==> config.mk <==
export PLATFORM = sky130hd
export DESIGN_NAME = k051962_pixel_shifter
export DESIGN_NICKNAME = d
export VERILOG_FILES = /design/src/rtl/k051962_pkg.sv /design/src/rtl/k051962_tile_stage.sv /design/src/rtl/k051962_pixel_shifter.sv
export SDC_FILE = /design/constraint.sdc
export NUM_CORES = 1
export LEC_CHECK = 0
export CAP_MARGIN = 10
export CORE_MARGIN = 3
export CORE_UTILIZATION = 30
export DETAILED_ROUTE_END_ITERATION = 16
export PLACE_DENSITY = 0.51
export SETUP_SLACK_MARGIN = 0.02
export SLEW_MARGIN = 20
export SYNTH_ARGS = -nofsm -noshare
export SYNTH_HDL_FRONTEND = slang
export SYNTH_SLANG_ARGS = --single-unit
==> constraint.sdc <==
create_clock -name CK -period 3.1 [get_ports CK]
set_clock_uncertainty 0.2 [all_clocks]
set_input_delay 0.62 -clock CK [delete_from_list [all_inputs] [get_ports CK]]
set_output_delay 0.62 -clock CK [all_outputs]
set_load 0.02 [all_outputs]
==> src/rtl/k051962_pkg.sv <==
// Shared constants, state encoding and pixel selection for the
// 051962 tile pixel shifter.
package k051962_pkg;

    localparam int PIX_W  = 4;
    localparam int NPIX   = 8;
    localparam int COL_W  = 8;
    localparam int IDX_W  = $clog2(NPIX);
    localparam int WORD_W = PIX_W * NPIX;

    typedef enum logic {
        IDLE,
        RUN
    } state_t;

    // Emission-order index k to pixel code, honouring horizontal flip.
    function automatic logic [PIX_W-1:0] pix_sel(
        input logic [WORD_W-1:0] word,
        input logic [IDX_W-1:0]  k,
        input logic              flip
    );
        logic [IDX_W-1:0] p;
        p = flip ? (IDX_W'(NPIX - 1) - k) : k;
        return word[PIX_W*p +: PIX_W];
    endfunction

endpackage

==> src/rtl/k051962_tile_stage.sv <==
// One-deep staging register for tile ROM word, colour and flip,
// with sticky overwrite detection.
module k051962_tile_stage
    import k051962_pkg::*;
(
    input  logic              clk,
    input  logic              rst_n,
    input  logic              load,
    input  logic              line_start,
    input  logic              take,
    input  logic [WORD_W-1:0] rom_word,
    input  logic [COL_W-1:0]  rom_col,
    input  logic              rom_flip,
    output logic [WORD_W-1:0] word,
    output logic [COL_W-1:0]  col,
    output logic              flip,
    output logic              valid,
    output logic              ovf
);

    always_ff @(posedge clk or negedge rst_n) begin
        if (!rst_n) begin
            word  <= '0;
            col   <= '0;
            flip  <= 1'b0;
            valid <= 1'b0;
            ovf   <= 1'b0;
        end else begin
            if (load) begin
                word <= rom_word;
                col  <= rom_col;
                flip <= rom_flip;
            end
            // A line start flushes staging; a LOAD on that edge refills it.
            if (line_start) begin
                valid <= load;
            end else if (load) begin
                valid <= 1'b1;
                if (valid && !take) begin
                    ovf <= 1'b1;
                end
            end else if (take) begin
                valid <= 1'b0;
            end
        end
    end

endmodule

==> src/rtl/k051962_pixel_shifter.sv <==
// Tile pixel serialiser: staging -> active tile -> one pixel per PE,
// with horizontal flip and first-tile fine-scroll skip.
module k051962_pixel_shifter
    import k051962_pkg::*;
(
    input  logic              CK,
    input  logic              RES,
    input  logic              PE,
    input  logic              LOAD,
    input  logic [WORD_W-1:0] ROM_D,
    input  logic [COL_W-1:0]  COL_IN,
    input  logic              FLIPX,
    input  logic              LINE_START,
    input  logic [IDX_W-1:0]  FINE,
    output logic [PIX_W-1:0]  PIX_OUT,
    output logic [COL_W-1:0]  COL_OUT,
    output logic              OPAQUE,
    output logic              VALID,
    output logic              PEND_OVF
);

    state_t            state, n_state;
    logic [IDX_W-1:0]  idx, n_idx;
    logic              first, n_first;
    logic [IDX_W-1:0]  fine_q, n_fine;
    logic [WORD_W-1:0] act_word, n_act_word;
    logic [COL_W-1:0]  act_col, n_act_col;
    logic              act_flip, n_act_flip;
    logic [PIX_W-1:0]  n_pix;
    logic [COL_W-1:0]  n_col;
    logic              n_opq;
    logic              n_vld;

    logic [WORD_W-1:0] stg_word;
    logic [COL_W-1:0]  stg_col;
    logic              stg_flip;
    logic              stg_valid;
    logic              take;
    logic              at_end;
    logic [IDX_W-1:0]  start;

    k051962_tile_stage u_stage (
        .clk        (CK),
        .rst_n      (RES),
        .load       (LOAD),
        .line_start (LINE_START),
        .take       (take),
        .rom_word   (ROM_D),
        .rom_col    (COL_IN),
        .rom_flip   (FLIPX),
        .word       (stg_word),
        .col        (stg_col),
        .flip       (stg_flip),
        .valid      (stg_valid),
        .ovf        (PEND_OVF)
    );

    always_comb begin
        n_state    = state;
        n_idx      = idx;
        n_first    = first;
        n_fine     = fine_q;
        n_act_word = act_word;
        n_act_col  = act_col;
        n_act_flip = act_flip;
        n_pix      = PIX_OUT;
        n_col      = COL_OUT;
        n_opq      = OPAQUE;
        n_vld      = VALID;
        take       = 1'b0;
        at_end     = (state == IDLE) || (idx == IDX_W'(NPIX - 1));
        start      = first ? fine_q : '0;

        if (LINE_START) begin
            n_state = IDLE;
            n_first = 1'b1;
            n_fine  = FINE;
            n_pix   = '0;
            n_opq   = 1'b0;
            n_vld   = 1'b0;
        end else if (PE && !at_end) begin
            n_idx = idx + 1'b1;
            n_pix = pix_sel(act_word, n_idx, act_flip);
            n_opq = |n_pix;
        end else if (PE && stg_valid) begin
            take       = 1'b1;
            n_act_word = stg_word;
            n_act_col  = stg_col;
            n_act_flip = stg_flip;
            n_idx      = start;
            n_pix      = pix_sel(stg_word, start, stg_flip);
            n_opq      = |n_pix;
            n_col      = stg_col;
            n_first    = 1'b0;
            n_state    = RUN;
            n_vld      = 1'b1;
        end else if (PE) begin
            // Underrun: go quiet but keep the last colour on the bus.
            n_state = IDLE;
            n_pix   = '0;
            n_opq   = 1'b0;
            n_vld   = 1'b0;
        end
    end

    always_ff @(posedge CK or negedge RES) begin
        if (!RES) begin
            state    <= IDLE;
            idx      <= '0;
            first    <= 1'b1;
            fine_q   <= '0;
            act_word <= '0;
            act_col  <= '0;
            act_flip <= 1'b0;
            PIX_OUT  <= '0;
            COL_OUT  <= '0;
            OPAQUE   <= 1'b0;
            VALID    <= 1'b0;
        end else begin
            state    <= n_state;
            idx      <= n_idx;
            first    <= n_first;
            fine_q   <= n_fine;
            act_word <= n_act_word;
            act_col  <= n_act_col;
            act_flip <= n_act_flip;
            PIX_OUT  <= n_pix;
            COL_OUT  <= n_col;
            OPAQUE   <= n_opq;
            VALID    <= n_vld;
        end
    end

endmodule

-- Yosys cells after proc, flatten, opt, wreduce, memory -nomap -nowiden
Index checks and enable logic that the tools add are counted.
- register bits after elaboration: 97
- word-level logic and storage cells: 67
- $add $sub $neg: 3
- equality and inequality tests: 2
- shift-type cells: 2
- multiplexer cells: 25
- bitwise operators: 3
- reduce and logical (&&, ||, !) cells: 18
- operator list (cell ; count):
    32-bit by 6-bit variable part select with 4-bit output ; 2
    1-bit 2-to-1 mux ; 16
    4-bit 2-to-1 mux ; 4
    3-bit 2-to-1 mux ; 5
    4-bit OR reduction ; 2
    2-bit AND reduction ; 3
    3-bit AND reduction ; 2
    3-bit nonzero test ; 2
    3-bit subtractor, first input constant ; 2
    2-bit nonzero test ; 2
    4-bit nonzero test ; 1
    3-bit by 1-bit adder with 3-bit output, second input constant ; 1
    3-bit == test, second input constant ; 1
    1-bit logical AND ; 3
    1-bit NOT ; 3
    1-bit logical NOT ; 2
    2-bit inequality test, second input constant ; 1
    1-bit logical OR ; 1

-- Depth between registers and ports, before layout
- depth after elaboration: 9
- depth in mapped cells: 9
- gate-level depth less buffers: 8

-- By module
From an unflattened synthesis, not the netlist that was laid out.
- cells, all modules: 444
- area total of the unflattened synthesis: 5300.1 um^2
- by module, submodules not included (module ; instances ; cells an instance ; area an instance (um^2)):
    k051962_pixel_shifter ; 1 ; 352 ; 3507.1
    k051962_tile_stage ; 1 ; 92 ; 1793.0

-- Worst setup path before layout
OpenSTA, ideal clock, no wires.
- path type: reg-to-reg
- from: register idx[0]
- to: register OPAQUE
- setup time: 0.145 ns
- arrival: 1.944 ns
- required time: 2.755 ns
- path slack: 0.811 ns
- cell stages (with the launch flop): 10
- path buffers: 1
- period minus slack after synthesis: 2.289 ns
- cell sequence: dfrtp_1 ha_1 ha_1 clkbuf_1 nand2b_1 a21oi_1 a21oi_1 o311ai_0 and2_1 a41oi_1
- cells in the longest elaborated chain, start to end: 7
- elaborated cells on any way between the ends: 12
- those cells by class: add/sub: 2; eq/ne: 1; shift: 1; mux: 3; reduce/logical: 5
- ends and longest elaborated chain (what ; RTL line ; source):
    start, declared ; k051962_pixel_shifter.sv:23 ; logic [IDX_W-1:0] idx, n_idx;
    start signal, assigned ; k051962_pixel_shifter.sv:121 ; idx <= n_idx;
    3-bit by 1-bit adder with 3-bit output ; k051962_pixel_shifter.sv:82 ; n_idx = idx + 1'b1;
    3-bit subtractor ; k051962_pkg.sv:23 ; p = flip ? (IDX_W'(NPIX - 1) - k) : k;
    3-bit 2-to-1 mux ; k051962_pkg.sv:23 ;
    32-bit by 6-bit variable part select with 4-bit output ; k051962_pkg.sv:24 ; return word[PIX_W*p +: PIX_W];
    4-bit OR reduction ; k051962_pixel_shifter.sv:84 ; n_opq = |n_pix;
    1-bit 2-to-1 mux ; k051962_pixel_shifter.sv:81 ; end else if (PE && !at_end) begin
    1-bit 2-to-1 mux ; k051962_pixel_shifter.sv:74 ; if (LINE_START) begin
    end signal, assigned ; k051962_pixel_shifter.sv:129 ; OPAQUE <= n_opq;
    end, declared ; k051962_pixel_shifter.sv:17 ; output logic OPAQUE,
Parallel ways exist; a longest one is shown, timed or not.
A chain may end at the register's enable or synchronous reset.

-- Worst setup path after layout
Same ends and word-level chain as after synthesis.

==> results.txt <==
Hold crit path type: reg -> reg
FFs w/ async S/R, synth: 100%
Register area share after synthesis: 48.7%
Warnings from Yosys: 0
Post-synth cell types: 58
Clock Pin Slew Worst Setup and Hold Paths: 0.07 ns
Commonest non-fill, non-tap cell in the layout: dfrtp_1
Worst vdd ir: 302 µV
CP arrival: 2.72 ns
First-pass GRT wire length: 20.7 mm
Avg Synthesized Cell Area: 12.2 µm²
Final WL: 12.5 mm
Fraction of layout cells with a size suffix above 1: 26.3%
Tcrit/Tclk final: 87.3%
I/O Buffers: 63
R2r endpoint: OPAQUE
Status: complete, no violations
Clk_lat worst skew: 0.36 ns
R2R depth: 7
Antenna violations before repair: 0
PwrDens: 683 nW/µm²
Max-slew violation count: 0
Remaining global-route overflow: 0
TritonCTS Buffers: 9
Die area: 18,200 µm²
# DRC: 0
Routed len/inst: 18.1 µm
Hold Path Cell Cnt: 1
Min-delay src: u_stage.ovf
Post-DP HPWL: 9.18 mm
Rel. slew slack: 47.5%
CP Data Required Time: 3.12 ns
Crit Path Category: reg -> reg
IO Pins: 64
RR Startpoint: idx[0]
Vias in the first global route: 3,908
Cells after Synth: 409
Max Cap Viol: 0
Synth Flop Type: dfrtp_1
Die extent in x: 135 µm
Number of diodes: 0
Vert. Die Dim: 135 µm
GRT Overall Usage: 14.7%
Clock sink count: 97
Worst Tran Pin Value: 0.787 ns
Fin crit period: 2.71 ns
Largest net degree at the start of global routing: 49
# rows: 46
1st-iter DRT viols: 302
Most frequent cells in the layout: 96 x dfrtp_1, 87 x mux2_2, 61 x clkdlybuf4s50_1
Routability cong.: 0.884
Via/cell ratio: 5.28
Util after Layout: 38.1%
# Post-CTS Setup Buffers: 0
# nets final: 522
Unrepaired setup endpoints after global routing: false
Cells after DPL: 675
Hold Vio Cnt, Final: 0
ANT nets after route: 0
Startpoint Class: register
Number of setup violations in the final report: 0
Yosys reg bits: 97
Net count after synthesis: 460
Number of synthesized flops with an enable pin: 0
Post-CTS Hold Fix Bufs: 1
Cell chosen for the clock root: clkbuf_16
Final Non-Filler Cells: 692
Layout overhead on the synthesized area: 22.8%
CTS H-tree depth: 3
Clock buffer depth: 2
TNS Setup: 0 ns
Initial core utilization: 31.0%
Leakage: 2.46 nW
Crit end category: register
Reg2Reg Setup Slack: 0.39 ns
CTS resizes: 0
Worst hold path endpoint: u_stage.ovf
Post-Synthesis Cell Area: 4980 µm²
FMAX: 369 MHz
CTS tree: yes
Core area: 16,100 µm²
Crit Path Max Fanout: 18
DR pass1 iterations: 5
Vias: 3,653
-- cells in the mapped netlist (all sizes together) (2+ instances only) --
master / number / area share [%]
dfrtp: 96 / 48
inv: 7 / 0.53
o311ai: 3 / 0.53
a2111oi: 2 / 0.35
o22a: 2 / 0.35
nand2: 20 / 1.5
a22o: 2 / 0.35
o22ai: 11 / 1.4
a221oi: 2 / 0.35
clkbuf: 4 / 0.30
mux2: 87 / 20
mux4: 5 / 2.6
nand2b: 5 / 0.63
nor2: 14 / 1.2
mux2i: 25 / 5.0
a22oi: 6 / 0.90
nand3: 3 / 0.30
a31o: 2 / 0.35
o211ai: 3 / 0.45
a21oi: 22 / 2.2
nand3b: 3 / 0.45
ha: 2 / 0.50
or2: 2 / 0.25
a211oi: 5 / 0.75
a211o: 3 / 0.53
and2: 4 / 0.50
nor2b: 5 / 0.63
o21ai: 8 / 0.80
o2111ai: 2 / 0.35
a31oi: 3 / 0.38
o221ai: 3 / 0.53
nor3: 7 / 0.70
buf: 23 / 3.2
a21boi: 3 / 0.45
-- worst max-delay path, cell delays in order (launching register included) --
cell and delay [ns]:
dfrtp_1 0.39, ha_1 0.64, mux2_2 0.40, a211o_1 0.28
a22oi_1 0.14, nor3_1 0.09, a31oi_1 0.27, a41oi_1 0.15
-- how the worst max path moves through the flow --
stage	start	to	slack (ns)	cells past startpoint
after CTS	idx[0]	OPAQUE	0.41	7
after global placement	PE	act_word[14]	0.39	6
final	idx[0]	OPAQUE	0.39	7
after global routing	idx[0]	OPAQUE	0.25	7
after floorplan	idx[0]	OPAQUE	0.81	9
after detailed placement	PE	act_word[1]	0.33	6
-- per-layer routing --
| layer | vias to the layer above | track usage (%) | wire (µm) |
|---|---|---|---|
| li1 | 1670 | - | - |
| met1 | 1845 | 18.5 | 5470 |
| met2 | 108 | 23.1 | 6030 |
| met3 | 30 | 4.10 | 552 |
| met4 | 0 | 7.41 | 469 |
| met5 | - | 0 | 0 |
-- kinds of logic (layout without fill, tap and decap cells) --
family | after synthesis | count (layout) | synth area share (%)
compound gates | 89 | 89 | 12.3
xor+xnor | 1 | 1 | 0.176
fa+ha+maj | 2 | 2 | 0.502
buf+inv | 35 | 102 | 4.09
flops | 97 | 97 | 48.7
mux | 117 | 117 | 27.2
simple gates | 68 | 68 | 7.01
-- power by group --
part,switching [mW],internal (mW),total [mW],leakage (nW)
sequential,0.253,1.52,1.77,1.15
combinational,0.657,0.695,1.35,1.18
clock,0.504,0.556,1.06,0.135
total,1.41,2.77,4.18,2.46
-- sequential cells by signal, indices dropped and copies added, names as in the netlist, 3 cells and up --
| signal | count |
|---|---|
| act_word | 32 |
| PIX_OUT | 4 |
| idx | 3 |
| u_stage.word | 32 |
| fine_q | 3 |
| COL_OUT | 8 |
| u_stage.col | 8 |
-- layout make-up --
cell class	count	area (µm²)
Timing Repair Buffer	78	763
Multi-Input combinational cell	277	2350
Clock buffer	10	229
Fill cell	1561	9940
Tap cell	216	270
Sequential cell	97	2430
Clock inverter	6	50.0
Inverter	8	30.0
-- metrics by stage --
| stage | area, µm² | hold slack [ns] | power (mW) | setup slack, ns |
|---|---|---|---|---|
| 6_report | 6120 | 0.285 | 4.18 | 0.393 |
| 3_5_place_dp | 5830 | 0.261 | 3.14 | 0.326 |
| 5_1_grt | 6120 | 0.301 | 4.46 | 0.247 |
| 2_1_floorplan | 4980 | 0.124 | 2.69 | 0.811 |
| 3_3_place_gp | 5830 | 0.257 | 3.10 | 0.387 |
| 4_1_cts | 6120 | 0.283 | 4.24 | 0.406 |
Power figures use the tool's default switching activity.
